### src/rtl/conv_window_3x3.sv
// 3x3 sliding-window generator: buffers two image rows and presents each complete
// neighbourhood of a raster pixel stream as nine words with a one-cycle strobe.
module conv_window_3x3 #(
   parameter int unsigned DATA_W = 32,
   parameter int unsigned IMG_W  = 28,
   parameter int unsigned IMG_H  = 28
) (
   input  logic              clk,
   input  logic              rst,
   input  logic              pixel_valid,
   input  logic [DATA_W-1:0] pixel_in,
   output logic              window_valid,
   output logic [DATA_W-1:0] win_0,
   output logic [DATA_W-1:0] win_1,
   output logic [DATA_W-1:0] win_2,
   output logic [DATA_W-1:0] win_3,
   output logic [DATA_W-1:0] win_4,
   output logic [DATA_W-1:0] win_5,
   output logic [DATA_W-1:0] win_6,
   output logic [DATA_W-1:0] win_7,
   output logic [DATA_W-1:0] win_8,
   output logic              frame_done
);

   localparam int unsigned ColW = (IMG_W > 1) ? $clog2(IMG_W) : 1;
   localparam int unsigned RowW = (IMG_H > 1) ? $clog2(IMG_H) : 1;
   localparam logic [ColW-1:0] ColLast = ColW'(IMG_W - 1);
   localparam logic [RowW-1:0] RowLast = RowW'(IMG_H - 1);

   logic [ColW-1:0]   col_q, col_d;
   logic [RowW-1:0]   row_q, row_d;
   logic [DATA_W-1:0] lb0_q [IMG_W];
   logic [DATA_W-1:0] lb1_q [IMG_W];
   logic [DATA_W-1:0] win_q [9];
   logic [DATA_W-1:0] lb0_rd, lb1_rd;
   logic              emit, last;
   logic              window_valid_q, frame_done_q;

   assign lb0_rd = lb0_q[col_q];
   assign lb1_rd = lb1_q[col_q];

   // Emission is decided on the position of the pixel being accepted, before the advance.
   assign emit = (row_q >= RowW'(2)) && (col_q >= ColW'(2));
   assign last = (row_q == RowLast) && (col_q == ColLast);

   always_comb begin
      col_d = col_q;
      row_d = row_q;
      if (col_q == ColLast) begin
         col_d = '0;
         row_d = (row_q == RowLast) ? '0 : row_q + RowW'(1);
      end else begin
         col_d = col_q + ColW'(1);
      end
   end

   // Line buffers carry no reset; rows 0-1 of every frame overwrite them before use.
   always_ff @(posedge clk) begin
      if (rst && pixel_valid) begin
         lb1_q[col_q] <= lb0_rd;
         lb0_q[col_q] <= pixel_in;
      end
   end

   always_ff @(posedge clk) begin
      if (!rst) begin
         col_q          <= '0;
         row_q          <= '0;
         window_valid_q <= 1'b0;
         frame_done_q   <= 1'b0;
         for (int i = 0; i < 9; i++) win_q[i] <= '0;
      end else begin
         window_valid_q <= 1'b0;
         frame_done_q   <= 1'b0;
         if (pixel_valid) begin
            col_q          <= col_d;
            row_q          <= row_d;
            window_valid_q <= emit;
            frame_done_q   <= emit && last;
            win_q[0]       <= win_q[1];
            win_q[1]       <= win_q[2];
            win_q[2]       <= lb1_rd;
            win_q[3]       <= win_q[4];
            win_q[4]       <= win_q[5];
            win_q[5]       <= lb0_rd;
            win_q[6]       <= win_q[7];
            win_q[7]       <= win_q[8];
            win_q[8]       <= pixel_in;
         end
      end
   end

   assign window_valid = window_valid_q;
   assign frame_done   = frame_done_q;
   assign win_0        = win_q[0];
   assign win_1        = win_q[1];
   assign win_2        = win_q[2];
   assign win_3        = win_q[3];
   assign win_4        = win_q[4];
   assign win_5        = win_q[5];
   assign win_6        = win_q[6];
   assign win_7        = win_q[7];
   assign win_8        = win_q[8];

endmodule

### config.mk
export PLATFORM = sky130hd
export DESIGN_NAME = conv_window_3x3
export DESIGN_NICKNAME = d
export VERILOG_FILES = /design/src/rtl/conv_window_3x3.sv
export SDC_FILE = /design/constraint.sdc
export NUM_CORES = 2
export LEC_CHECK = 0
export CELL_PAD_IN_SITES_DETAIL_PLACEMENT = 2
export CELL_PAD_IN_SITES_GLOBAL_PLACEMENT = 2
export CORE_AREA = 5 5 429 431
export DETAILED_ROUTE_END_ITERATION = 6
export DIE_AREA = 0 0 434 436
export GPL_TIMING_DRIVEN = 0
export PLACE_DENSITY = 0.83
export SYNTH_ARGS = -nofsm -noshare
export SYNTH_HDL_FRONTEND = slang
export SYNTH_SLANG_ARGS = --single-unit
### constraint.sdc
create_clock -name clk -period 17.05 [get_ports clk]
set_clock_uncertainty 0.15 [all_clocks]
set_input_delay 1.705 -clock clk [delete_from_list [all_inputs] [get_ports clk]]
set_output_delay 1.705 -clock clk [all_outputs]
set_load 0.005 [all_outputs]
# Word-level counts from Yosys, hierarchy flattened
# Memories as Yosys holds them, arrays and structs flattened. A register that Yosys moved wholly into a read port is not among the register bits.
# Cells that the tools add are included.
[classes]
addsub = 2
order_cmp = 2
eq_ne = 2
muxes = 21
n_bitwise = 9
n_reduce_logical = 6
[op_table]
columns = ["op", "count"]
rows = [
  ["2-to-1 mux 32 bit", 9],
  ["2-to-1 mux 5 bit", 6],
  ["adder 5 x 1 -> 5 bit (second input constant)", 2],
  ["== test 5 bit (second input constant)", 2],
  ["greater-or-equal comparator 5 x 2 -> 1 bit (second input constant)", 2],
  ["bitwise OR 1 bit", 9],
  ["2-to-1 mux 1 bit", 6],
  ["logical AND 1 bit", 4],
  ["AND reduction 2 bit", 2],
]
[totals]
register_bits = 12
ram_bits = 2080
input_bits = 35
output_inout_bits = 290
elab_cells = 49
n_memories = 3
[memory_table]
columns = ["memory", "depth", "word_bits", "read_ports", "rd_ports_with_merged_regs", "wr", "line", "source"]
rows = [
  ["lb0_q", 28, 32, 1, 1, 1, "32", "logic [DATA_W-1:0] lb0_q [IMG_W];"],
  ["lb1_q", 28, 32, 1, 1, 1, "33", "logic [DATA_W-1:0] lb1_q [IMG_W];"],
  ["win_q", 9, 32, 9, 0, 9, "34", "logic [DATA_W-1:0] win_q [9];"],
]

# Longest topological paths before layout
[logic_depth]
ltp_word = 4
mapped_depth = 10
mapped_depth_nobuf = 5

# Worst setup path after synthesis
# OpenSTA, ideal clock, no wires.
[synth_path]
path_type = "in2reg"
startpoint = "input pixel_valid"
endpoint = "memory win_q[0][0] (enable)"
setup_ns = 0.702
t_arrival_ns = 9.175
required_time_ns = 16.198
setup_slack_ns = 7.023
cell_stages = 3
path_buffers = 2
cell_sequence = "clkbuf_1 clkbuf_1 nand2b_1"
[synth_rtl]
columns = ["item", "line", "source"]
rows = [
  ["start: declaration", "10", "input logic pixel_valid,"],
  ["end: declaration", "34", ""],
]

==> results.toml <==
[worst_hold_path]
hold_path_class = "reg -> reg"
hold_depth = 1

[setup_path]
worstPathMaxFanout = 28
ff2ff_path_depth = 7
crit_cells = 7
critical-path-max-stage-delay_ns = 1.07
worst_setup_path_start_kind = "flip-flop"
endpoint_kind = "flip-flop"
cpLargestDelayFamily = "buffers and inverters"
crit_arrival_ns = 5.62
crit_buf_inv = 3
crit_required_ns = 17.07
crit_chain = "buf_4 -> and2_1 -> clkbuf_1 -> clkbuf_1 -> a22oi_1 -> nand3_1 -> nand3_1"
crit_type = "reg -> reg"
cp_slowest_cell = "clkbuf_1"

[power]
p_per_area_nw_per_um2 = 120
fin_total_pwr_mw = 11.5
peakVddDrop_uv = 91.2
p_leak_nw = 31.0

[yosys]
synth.yosys.seq_area_share_pct = 78.2
syn-cell-area_um2 = 80400
synth_cells = 4003
synth_edf_count = 2080
synth-seq-cells = 2097
synth.avg_cell_area_um2 = 20.1
synth_cell_type_count = 52
syn_nets = 4045
ys.flop_type = "edfxtp_1"
yosysWarningCount = 0
async_flop_share_pct = 0

[clock_network]
post-cts-setup-buffers = 0
cts.sinks = 2097
cts_tree = "yes"
clk_latency_ns = 0.89
htreeDepth = 4
numCtsBuffers = 209
ctsHoldBuffers = 0
clk_path_buf_depth = 3
clk_pin_slew_worst_paths_ns = 0.08
ctsResizeCount = 0
root_buffer = "clkbuf_16"

[final_layout]
n_fill_cell = 15262
final_cell_mix = "2,080 x edfxtp_1, 451 x mux2i_1, 301 x clkdlybuf4s50_1"
drive_gt1_share_pct = 17.9
nets = 4682
synthToLayoutAreaGrowth_pct = 19.0
final_common_cell = "edfxtp_1"
design_area_um2 = 95600
stdcell_count = 7197
finish.utilization_pct = 53.2

[floorplanning]
die_x_um = 434
die_area_um2 = 189000
fp.dieH_um = 436
num_rows = 156
initial_core_util_pct = 44.7
core_um2 = 180000
io-pin-count = 325

[grt]
grt_max_degree = 73
grt_pass1_vias = 51972
grt-ovfl-total = 0
grt_pass1_wl_mm = 486
globalRouteTotalUtil_pct = 37.6
antenna_found_initial = 33

[timing]
tightest_slew_ns = 1.63
finalCritPeriodShare_pct = 32.8
rsz0062_at_grt = "no"
drv_slew = 14
period_needed_ns = 5.60
max_freq_mhz = 179
setup_viol_count_final = 0
slew_headroom_pct = -9.88
fin_tns_setup_ns = 0
hold_violations = 0

[outcome]
violations = "capacitance limit, slew limit"
status = "finished with violations"

[placed_design]
placed_area_um2 = 89000
io_buffers = 322
hpwl_mm = 224
place.gp.congestion = 0.827
placed_cells = 6795

[route]
routed_wl_mm = 360
viasPerCell = 7.09
postRouteAntennaNets = 0
vias = 51020
drt_iter0_markers = 9072
drcViolationCount = 0
wl_per_cell_um = 50.0
first_pass_iters = 6

[job]
cap_violations = 5
sequential cells by signal, indices dropped and copies added (netlist names), named ones only:
signal / count
lb0_q: 896
window_valid: 1
lb1_q: 896
row_q: 5
col_q: 5
frame_done: 1
win_q: 288
worst reg2reg max path, stage by stage, from the launching register on:
cell	delay [ns]
dfxtp_1	0.59
buf_4	0.34
and2_1	0.26
clkbuf_1	0.81
clkbuf_1	1.08
a22oi_1	0.32
nand3_1	0.25
nand3_1	1.04
cell usage after synthesis (12+ instances only):
library cell | instances | area share [%]
edfxtp_1 | 2080 | 78
mux2i_1 | 451 | 5.6
mux4_2 | 243 | 6.8
and3_1 | 238 | 1.9
a22oi_1 | 142 | 1.3
clkbuf_1 | 130 | 0.61
nand3_1 | 75 | 0.47
a21oi_1 | 65 | 0.40
nand2_1 | 65 | 0.30
nor2_1 | 54 | 0.25
buf_2 | 44 | 0.27
a211oi_1 | 34 | 0.32
buf_6 | 33 | 0.46
o211ai_1 | 31 | 0.29
buf_4 | 29 | 0.27
a221oi_1 | 24 | 0.26
nand2b_1 | 24 | 0.19
mux2_2 | 23 | 0.32
o21ai_0 | 23 | 0.14
a21boi_0 | 19 | 0.18
a31oi_1 | 18 | 0.14
dfxtp_1 | 17 | 0.42
o21ai_1 | 17 | 0.11
buf_1 | 13 | 0.061
nor2b_1 | 12 | 0.093
power breakdown:
part | switching, mW | internal (mW) | total (mW)
clock network | 2.20 | 2.52 | 4.72
logic | 0.618 | 0.297 | 0.915
registers | 0.0589 | 5.81 | 5.87
metal layers:
metal  vias up  global-route usage (%)  part of all wire (%)
li1      17756                       -                     -
met1     26954                    48.6                    35
met2      5018                    58.8                    46
met3      1276                    8.29                    11
met4        16                    22.4                   7.6
met5         -                       0                 0.028
path summary, 6_finish.rpt:
check / to / from / slack, ns
setup reg to reg: lb1_q[5][13] / flip-flop / 11.45
setup / recovery: lb1_q[5][13] / flip-flop / 11.45
hold reg to reg: win_q[1][58] / win_q[2][26] / 0.46
hold / removal: win_q[1][58] / win_q[2][26] / 0.46
cell type report:
| type | instances | area [um^2] | share of cell area [%] |
|---|---|---|---|
| Tap cell | 2370 | 2970 | 3.10 |
| Buffer | 251 | 1380 | 1.44 |
| Timing Repair Buffer | 426 | 5300 | 5.54 |
| Sequential cell | 2097 | 62800 | 65.7 |
| Multi-Input combinational cell | 1650 | 16600 | 17.4 |
| Clock inverter | 112 | 980 | 1.02 |
| Inverter | 5 | 18.8 | 0.0196 |
| Antenna cell | 16 | 40.0 | 0.0419 |
| Clock buffer | 270 | 5540 | 5.79 |
cell families (layout without fill, tap and decap cells):
kind of cell / count (synthesis) / in the layout / share of synthesized area (%)
compound gates: 414 / 414 / 3.71
xor+xnor: 6 / 6 / 0.0654
fa+ha+maj: 7 / 7 / 0.109
buf+inv: 256 / 1064 / 1.74
flops: 2097 / 2097 / 78.2
mux: 717 / 717 / 12.8
other cells: 0 / 16 / 0
simple gates: 506 / 506 / 3.47
metrics by stage:
step | setup WS, ns | hold WS, ns
after floorplan | 7.02 | 0.351
after global placement | 1.44 | 0.384
after detailed placement | 11.24 | 0.437
after CTS | 11.09 | 0.463
after global routing | 11.74 | 0.474
final | 11.45 | 0.457
(Power assumes the default switching activity.)
